<file path="config.mk">
export PLATFORM = sky130hd
export DESIGN_NAME = sort_frame_packer
export DESIGN_NICKNAME = d
export VERILOG_FILES = /design/src/rtl/sort_frame_packer.sv
export SDC_FILE = /design/constraint.sdc
export NUM_CORES = 1
export LEC_CHECK = 0
export CORE_MARGIN = 1.5
export CORE_UTILIZATION = 40
export CTS_CLUSTER_SIZE = 40
export DETAILED_ROUTE_END_ITERATION = 12
export PLACE_DENSITY = 0.68
export RECOVER_POWER = 25
export SLEW_MARGIN = 20
export SYNTH_ARGS = -nofsm -noshare
export SYNTH_HDL_FRONTEND = slang
export SYNTH_SLANG_ARGS = --single-unit
</file>
<file path="constraint.sdc">
create_clock -name clk -period 1.5 [get_ports clk]
set_input_delay 0.225 -clock clk [delete_from_list [all_inputs] [get_ports clk]]
set_output_delay 0.225 -clock clk [all_outputs]
set_load 0.005 [all_outputs]
</file>
<file path="src/rtl/sort_frame_packer.sv">
// Packs a serial 2-bit element stream into 4-slot frame words for the odd-even sorter,
// and carries each frame's {vld, id, pad} sideband through a delay line matched to the sorter.
module sort_frame_packer #(
  parameter int                ELEM_W   = 2,
  parameter int                N_ELEM   = 4,
  parameter int                SORT_LAT = 3,
  parameter int                ID_W     = 4,
  parameter logic [ELEM_W-1:0] PAD_VAL  = '0
) (
  input  logic                     clk,
  input  logic                     rst_n,
  input  logic                     s_valid,
  output logic                     s_ready,
  input  logic [ELEM_W-1:0]        s_data,
  input  logic                     s_last,
  output logic [N_ELEM*ELEM_W-1:0] sort_in,
  output logic                     sort_in_vld,
  output logic                     res_vld,
  output logic [ID_W-1:0]          res_id,
  output logic [2:0]               res_pad,
  output logic [ID_W-1:0]          frame_cnt
);

  localparam int FRAME_W = N_ELEM * ELEM_W;
  localparam int SB_W    = 1 + ID_W + 3;

  typedef enum logic [1:0] {FILL0, FILL1, FILL2, FILL3} state_t;

  state_t             state_reg;
  logic [1:0]         fill;
  logic [FRAME_W-1:0] buf_reg;
  logic [FRAME_W-1:0] frame_next;
  logic [ID_W-1:0]    sort_id_reg;
  logic [2:0]         sort_pad_reg;
  logic               accept;
  logic               emit;

  assign fill   = state_reg;
  assign accept = s_valid && s_ready;
  assign emit   = accept && (state_reg == FILL3 || s_last);

  // Candidate frame: buffered slots below the fill point, the new element at it, padding above.
  genvar gi;
  generate
    for (gi = 0; gi < N_ELEM; gi++) begin : g_slot
      assign frame_next[gi*ELEM_W +: ELEM_W] =
        (gi == int'(fill)) ? s_data :
        (gi >  int'(fill)) ? PAD_VAL :
                             buf_reg[gi*ELEM_W +: ELEM_W];
    end
  endgenerate

  always_ff @(posedge clk) begin
    if (!rst_n) begin
      state_reg    <= FILL0;
      buf_reg      <= '0;
      s_ready      <= 1'b0;
      sort_in      <= '0;
      sort_in_vld  <= 1'b0;
      sort_id_reg  <= '0;
      sort_pad_reg <= '0;
      frame_cnt    <= '0;
    end else begin
      s_ready     <= 1'b1;
      sort_in_vld <= emit;
      if (accept) begin
        buf_reg <= frame_next;
        if (emit) begin
          state_reg    <= FILL0;
          sort_in      <= frame_next;
          sort_id_reg  <= frame_cnt;
          sort_pad_reg <= 3'(N_ELEM - 1) - 3'(fill);
          frame_cnt    <= frame_cnt + ID_W'(1);
        end else begin
          state_reg <= state_t'(fill + 2'd1);
        end
      end
    end
  end

  // Sideband enters alongside sort_in, so its tail lines up with the sorter's registered output.
  logic [SB_W-1:0] dly_reg [SORT_LAT];
  logic [SB_W-1:0] dly_in  [SORT_LAT];

  generate
    for (gi = 0; gi < SORT_LAT; gi++) begin : g_dly
      if (gi == 0) begin : g_head
        assign dly_in[gi] = {sort_in_vld, sort_id_reg, sort_pad_reg};
      end else begin : g_tail
        assign dly_in[gi] = dly_reg[gi-1];
      end
    end
  endgenerate

  always_ff @(posedge clk) begin
    if (!rst_n) begin
      for (int i = 0; i < SORT_LAT; i++) dly_reg[i] <= '0;
    end else begin
      for (int i = 0; i < SORT_LAT; i++) dly_reg[i] <= dly_in[i];
    end
  end

  assign {res_vld, res_id, res_pad} = dly_reg[SORT_LAT-1];

endmodule

</file>
==> results of run 1 <==
-- per-layer routing --
| metal | vias up | routed length [um] |
|---|---|---|
| li1 | 621 | - |
| met5 | - | 0 |
| met1 | 558 | 1340 |
| met3 | 4 | 146 |
| met4 | 0 | 34 |
| met2 | 27 | 1340 |
-- kinds of logic after synthesis --
family	Yosys count	share of synthesized area (%)
AND/OR/NAND/NOR	59	18.2
flip-flops	49	57.1
AO/OA/AOI/OAI	36	14.1
buffers and inverters	12	3.28
adder cells (fa/ha/maj)	5	3.64
multiplexers	4	2.33
XOR/XNOR	2	1.02
other	1	0.218
-- worst reg2reg max path, stage by stage (launching register included) --
cell and delay [ns]:
sky130_fd_sc_hd__dfxtp_1 0.32, sky130_fd_sc_hd__ha_1 0.25, sky130_fd_sc_hd__o211a_1 0.31, sky130_fd_sc_hd__buf_4 0.18, sky130_fd_sc_hd__o21ai_0 0.13, sky130_fd_sc_hd__a21oi_1 0.05
-- power by group through the flow --
stage	logic [mW]	clock network (mW)	registers [mW]
after detailed placement	0.173	0	1.38
after CTS	0.174	0.778	1.35
final	0.172	0.748	1.35
after global routing	0.190	0.842	1.36
after global placement	0.169	0	1.38
after floorplan	0.0907	0	1.38
-- cells in the final DEF (no fill, tap or decap), drive strengths merged --
cell type      instances
or3                    1
inv                    2
dlygate4sd3            1
o21ai                  9
nand3b                 2
nor2b                  2
a31oi                  4
o211a                  5
nand3                  4
ha                     5
clkbuf                 6
clkdlybuf4s50         25
a21boi                 9
and2                  24
nor2                   1
o211ai                 1
xnor2                  2
nor3b                  3
mux2i                  4
nand2                 22
conb                   1
clkinvlp               2
dfxtp                 49
o21a                   1
buf                    9
a21oi                  7
-- path summary, 6_finish.rpt --
kind	start	to	slack [ns]	cells past startpoint
setup reg to reg	fill[0]	sort_in[3]	0.14	5
setup / recovery	s_ready	s_ready	0.08	1
hold / removal	dly_reg[0][7]	dly_reg[0][15]	0.43	1
hold reg to reg	dly_reg[0][7]	dly_reg[0][15]	0.43	1
-- metrics by stage --
step | cells | setup slack, ns
2_1_floorplan | 168 | 0.192
3_3_place_gp | 243 | 0.0435
3_5_place_dp | 243 | -0.0159
4_1_cts | 251 | 0.00289
5_1_grt | 251 | 0.0231
6_report | 251 | 0.0773
-- repair_timing --
item,4_1_cts,5_1_grt
gates resized for setup,1,4
hold endpoints to repair,0,0
pin swaps,0,0
endpoints found under the setup margin,1,4
-- layout make-up --
cell class / count / area, um2
clock buffers: 6 / 72.6
multi-input cells: 107 / 679
inverters: 2 / 7.51
repair buffers: 35 / 353
well taps: 50 / 62.6
flip-flops and latches: 49 / 986
fillers: 350 / 1880
clock inverters: 2 / 15.0
==> metrics.md, run 1 <==
| Metric | Value |
|---|---|
| Setup TNS after final layout | `0 ns` |
| Instance count of the mapped netlist | `168` |
| Area of the core | `0.00406 mm2` |
| Gp weighted congestion | `0.742` |
| IR Drop Worst-Case VDD | `0.490 mV` |
| Critical path peak fanout | `6` |
| FF+latch count, synth | `49` |
| Clock latency of the later-clocked register in the worst-skew pair | `0.30 ns` |
| Switching part of the total power | `22.8%` |
| Largest register FFs | `21` |
| Top area cells in the synthesized netlist | `sky130_fd_sc_hd__dfxtp_1 57%, sky130_fd_sc_hd__and2_1 8.7%, sky130_fd_sc_hd__nand2_1 4.8%, sky130_fd_sc_hd__ha_1 3.6%, sky130_fd_sc_hd__a21boi_0 3.5%` |
| Num rows | `23` |
| Drt drc | `0` |
| Die ar. | `0.00469 mm2` |
| Met1 Resource Use GR | `15.7%` |
| Via density per instance | `4.82` |
| Post-Synthesis Net Count | `179` |
| Cell accounting for the most synthesized area | `sky130_fd_sc_hd__dfxtp_1` |
| Total vias in the final route | `1,210` |
| Number of clock buffers inserted by TritonCTS | `5` |
| Final ANT Viol Nets | `0` |
| Antenna diodes | `0` |
| Chip width | `68.5 um` |
| GR Util met3 | `5.52%` |
| Final-layout worst hold slack | `0.431 ns` |
| Antenna violations before repair | `0` |
| Global-route wire length before repair | `4670 um` |
| Share of the synthesized area in the top cell type | `57.1%` |
| Comb pwr share | `7.6%` |
| Post-Place Cell Area | `0.00208 mm2` |
| Switch Pwr | `0.517 mW` |
| Setup-failing EPs final | `0` |
| Total number of H-tree levels | `2` |
| CP max stage delay | `0.51 ns` |
| Worst path cell trace | `clkdlybuf4s50_1` |
| Sequential power share | `59.5%` |
| Yosys synthesis warning count | `0` |
| Leakage power figure | `0.880 nW` |
| Critical Path Sink Type | `primary output` |
| Overall power | `2.27 mW` |
| Skew final | `0.00609 ns` |
| Setup repair after global routing missed its margin | `no` |
| Net count, final | `211` |
| CP top delay family | `buffers and inverters` |
| Setup fix buffers added after clock tree synthesis | `0` |
| Count of endpoints failing hold in the final timing report | `0` |
| Fraction of registers with async set or reset after synthesis | `0%` |
| Root buf cell | `sky130_fd_sc_hd__clkbuf_8` |
| Critical path class | `reg -> out` |
| Area added between synthesis and finish | `26.7%` |
| Class of the tightest hold or removal check | `reg -> reg` |
| Highest clock frequency the design can meet | `703 MHz` |
| Post-DP HPWL | `1970 um` |
| Detailed-route wire length per cell | `11.4 um` |
| Critical path startpoint category | `register` |
| Max Buffers Root-to-Sink | `2` |
| Cell with the most instances after synthesis | `sky130_fd_sc_hd__dfxtp_1` |
| CTS sink cnt | `49` |
| Final critical-path required period | `1.42 ns` |
| Data arrival time of the critical path | `1.20 ns` |
| Number of buffer and inverter stages on the critical path | `1` |
| Clock edge transition at the registers on the reported setup and hold paths | `0.09 ns` |
| Busiest metal layer after global routing | `met2` |
| Data required time at the worst endpoint | `1.27 ns` |
| Share of layout cells above drive strength 1 | `10.4%` |
| TritonRoute pass-1 iters | `4` |
| Ratio of total power to cell area | `1040 mW/mm2` |
| Number of global-route vias before repair | `1,070` |
| Iteration-0 DRC count of the detailed router | `58` |
| Design Area, Final | `0.00218 mm2` |
| Maximum capacitance violations | `0` |
| Max-slew violation count | `0` |
| Overall routing resource usage | `13.8%` |
| Result of the run | `completed` |
| Synthesized cell area | `0.00172 mm2` |
| Part of the power in the clock network | `33.0%` |
| Most used flip-flop cell after synthesis | `sky130_fd_sc_hd__dfxtp_1` |
| Count of pins on the block boundary | `28` |
| Final global-route overflow total | `0` |
| Commonest cells in the synthesized netlist | `49 x sky130_fd_sc_hd__dfxtp_1, 24 x sky130_fd_sc_hd__and2_1, 22 x sky130_fd_sc_hd__nand2_1` |
| Synthesized area divided by synthesized cell count | `10.2 um2` |
| Share of synthesized area occupied by flip-flops and latches | `57.1%` |
| Number of buffers added to fix hold violations after cts | `0` |
| Die span in y | `68.5 um` |
| Clock tree from TritonCTS | `done` |
| Internal power summed over all cells | `1.75 mW` |
| Number of enable flip-flop cells after synthesis | `0` |
| Pin count of the biggest net entering global routing | `49` |
| Port Buffers | `26` |
| Core Util, Final | `53.6%` |
| Cell with the largest stage delay on the worst path | `sky130_fd_sc_hd__clkdlybuf4s50_1` |
| Routed Wire Length | `2850 um` |
| Global Route met2 Usage | `22.7%` |
| Count of different cell masters after synthesis | `25` |
| Initial standard-cell utilization of the core | `42.3%` |
| Period Utilization, post-route | `94.8%` |
No activity file was read; power rests on OpenSTA's default activity.
==> run 2, diff against run 1 <==
--- a/config.mk
+++ b/config.mk
@@ -9,7 +9,7 @@
 export CORE_UTILIZATION = 40
 export CTS_CLUSTER_SIZE = 40
 export DETAILED_ROUTE_END_ITERATION = 12
-export PLACE_DENSITY = 0.68
+export PLACE_DENSITY = 0.63
 export RECOVER_POWER = 25
 export SLEW_MARGIN = 20
 export SYNTH_ARGS = -nofsm -noshare
==> constraint.sdc (replaced) <==
create_clock -name clk -period 1.5 [get_ports clk]
set_input_delay 0.225 -clock clk [delete_from_list [all_inputs] [get_ports clk]]
set_output_delay 0.225 -clock clk [all_outputs]
set_load 0.01 [all_outputs]
==> run 2 against run 1 <==
Compared with the run above:
- count of clock-buffer cells in the layout down 1
- fmax is 1.2% lower
- critical path depth stayed put
- clock skew down 0.00050 ns
- power rose by 0.43%
- flip-flop and latch count is the same
- cell area is 0.29% lower
- die area unchanged
- global-route usage rose by 0.55 points
- first-iteration DRC count increased by 41%
- sequential share of layout area rose by 0.19 points
- setup slack got worse by 0.018 ns
- critical endpoint is now frame_cnt[1]
- highest routed layer unchanged
==> metrics.md, run 2 (synthesis gave the netlist of run 1 again) <==
| Metric | Value |
|---|---|
| Class of the tightest hold or removal check | `reg -> reg` |
| Number of standard cells in the layout, taps in and fillers out | `251` |
| Worst path cell trace | `clkdlybuf4s50_1` |
| Iteration-0 DRC count of the detailed router | `82` |
| Core Util, Final | `53.5%` |
| Critical path class | `reg -> out` |
| Number of global-route vias before repair | `1,166` |
| Post-DP HPWL | `2050 um` |
| Drt drc | `0` |
| Initial standard-cell utilization of the core | `42.3%` |
| Port Buffers | `26` |
| Switch Pwr | `0.533 mW` |
| Critical Path Sink Type | `primary output` |
| Chip width | `68.5 um` |
| Final critical-path required period | `1.44 ns` |
| Area added between synthesis and finish | `26.4%` |
| CTS sink cnt | `49` |
| Commonest non-fill, non-tap cells in the layout | `46 x sky130_fd_sc_hd__dfxtp_1, 24 x sky130_fd_sc_hd__and2_1, 23 x sky130_fd_sc_hd__clkdlybuf4s50_1, 22 x sky130_fd_sc_hd__nand2_1, 9 x sky130_fd_sc_hd__o21ai_0` |
| Final ANT Viol Nets | `0` |
| Num rows | `23` |
| CP max stage delay | `0.54 ns` |
| Antenna violations before repair | `0` |
| Number of fillers in the final layout | `355` |
| Setup TNS after final layout | `0 ns` |
| Largest register FFs | `21` |
| Setup fix buffers added after clock tree synthesis | `0` |
| Maximum capacitance violations | `0` |
| Leading cell type in the layout, fill and taps excluded | `sky130_fd_sc_hd__dfxtp_1` |
| Sequential power share | `59.2%` |
| Max-slew violation count | `0` |
| Detailed-route wire length per cell | `11.6 um` |
| Total number of H-tree levels | `2` |
| Global-route wire length before repair | `4920 um` |
| Area of the core | `0.00406 mm2` |
| Max Buffers Root-to-Sink | `2` |
| Switching part of the total power | `23.4%` |
| Share of layout cells above drive strength 1 | `10.4%` |
| Pin count of the biggest net entering global routing | `49` |
| Total vias in the final route | `1,233` |
| Highest clock frequency the design can meet | `694 MHz` |
| Setup-failing EPs final | `0` |
| Data arrival time of the critical path | `1.22 ns` |
| Critical path startpoint category | `register` |
| Cell with the largest stage delay on the worst path | `sky130_fd_sc_hd__clkdlybuf4s50_1` |
| Setup repair after global routing missed its margin | `no` |
| Root buf cell | `sky130_fd_sc_hd__clkbuf_8` |
| Net count, final | `211` |
| Placed cell count | `243` |
| Final global-route overflow total | `0` |
| Routed Wire Length | `2910 um` |
| Count of endpoints failing hold in the final timing report | `0` |
| Critical path peak fanout | `5` |
| Leakage power figure | `0.896 nW` |
| Count of pins on the block boundary | `28` |
| IR Drop Worst-Case VDD | `0.593 mV` |
| Internal power summed over all cells | `1.75 mW` |
| Design Area, Final | `0.00217 mm2` |
| Post-Place Cell Area | `0.00207 mm2` |
| Data required time at the worst endpoint | `1.27 ns` |
| Gp weighted congestion | `0.797` |
| Number of clock buffers inserted by TritonCTS | `5` |
| Clock latency of the later-clocked register in the worst-skew pair | `0.30 ns` |
| CP top delay family | `buffers and inverters` |
| Skew final | `0.00558 ns` |
| Clock edge transition at the registers on the reported setup and hold paths | `0.09 ns` |
| Comb pwr share | `7.7%` |
| Clock tree from TritonCTS | `done` |
| Part of the power in the clock network | `33.2%` |
| Via density per instance | `4.91` |
| FF/Latch Area | `987 um2` |
| Period Utilization, post-route | `96.0%` |
| Die ar. | `0.00469 mm2` |
| Antenna diodes | `0` |
| Overall routing resource usage | `14.3%` |
| Area occupied by multi-input gates | `679 um2` |
| Result of the run | `completed` |
| Number of buffer and inverter stages on the critical path | `1` |
| Die span in y | `68.5 um` |
| TritonRoute pass-1 iters | `4` |
| Ratio of total power to cell area | `1050 mW/mm2` |
run 2: changes by cell type in the layout (fill, tap and decap cells not counted), sizes merged:
cell           delta
clkbuf            -1
clkdlybuf4s50     -2
clkinvlp          +1
dlygate4sd2       +1
dlymetal6s2s      +1
run 2: layout make-up:
class | instances | area share, %
repair buffers | 35 | 15.7
clock buffers | 5 | 3.17
well taps | 50 | 2.88
clock inverters | 3 | 1.04
flip-flops and latches | 49 | 45.5
multi-input cells | 107 | 31.3
inverters | 2 | 0.346
run 2: worst paths after layout:
path	endpoint	cells past startpoint	slack, ns	start
max reg2reg	sort_in[3]	5	0.10	fill[1]
min reg2reg	dly_reg[0][15]	1	0.43	dly_reg[0][7]
min	dly_reg[0][15]	1	0.43	dly_reg[0][7]
max	frame_cnt[1]	1	0.06	frame_cnt[1]
run 2: worst reg2reg max path, stage by stage (launching register included):
cell,delay [ns]
sky130_fd_sc_hd__dfxtp_1,0.33
sky130_fd_sc_hd__ha_1,0.24
sky130_fd_sc_hd__o211a_1,0.32
sky130_fd_sc_hd__buf_4,0.18
sky130_fd_sc_hd__o21ai_0,0.15
sky130_fd_sc_hd__a21oi_1,0.06
run 2: what timing repair did:
item                                    4_1_cts  5_1_grt
endpoints found under the setup margin        4        2
hold buffers                                  0        0
gates resized for setup                       4        2
pin swaps                                     0        0
run 2: layer usage:
metal  part of all wire [%]  track usage [%]  vias to the layer above  routed length (um)
met4                    2.7             8.50                        0                  79
met5                      0                0                        -                   0
met1                     44             15.0                      579                1290
met2                     48             25.0                       25                1400
li1                       -                -                      621                   -
met3                    4.6             4.55                        8                 134
run 2: power groups by stage:
stage / Clock [mW] / Sequential (mW) / Combinational [mW]
finish: 0.756 / 1.35 / 0.174
global route: 0.854 / 1.35 / 0.193
CTS: 0.790 / 1.35 / 0.176
detailed placement: 0 / 1.38 / 0.176
global placement: 0 / 1.38 / 0.172
floorplan: 0 / 1.38 / 0.0913
run 2: metrics by stage:
| stage | total power [mW] | hold WS (ns) | setup slack [ns] |
|---|---|---|---|
| final | 2.28 | 0.432 | 0.0594 |
| after global routing | 2.40 | 0.450 | 0.0000820 |
| after CTS | 2.32 | 0.436 | 0.0250 |
| after detailed placement | 1.56 | 0.414 | -0.0282 |
| after global placement | 1.55 | 0.409 | 0.0114 |
| after floorplan | 1.48 | 0.253 | 0.191 |
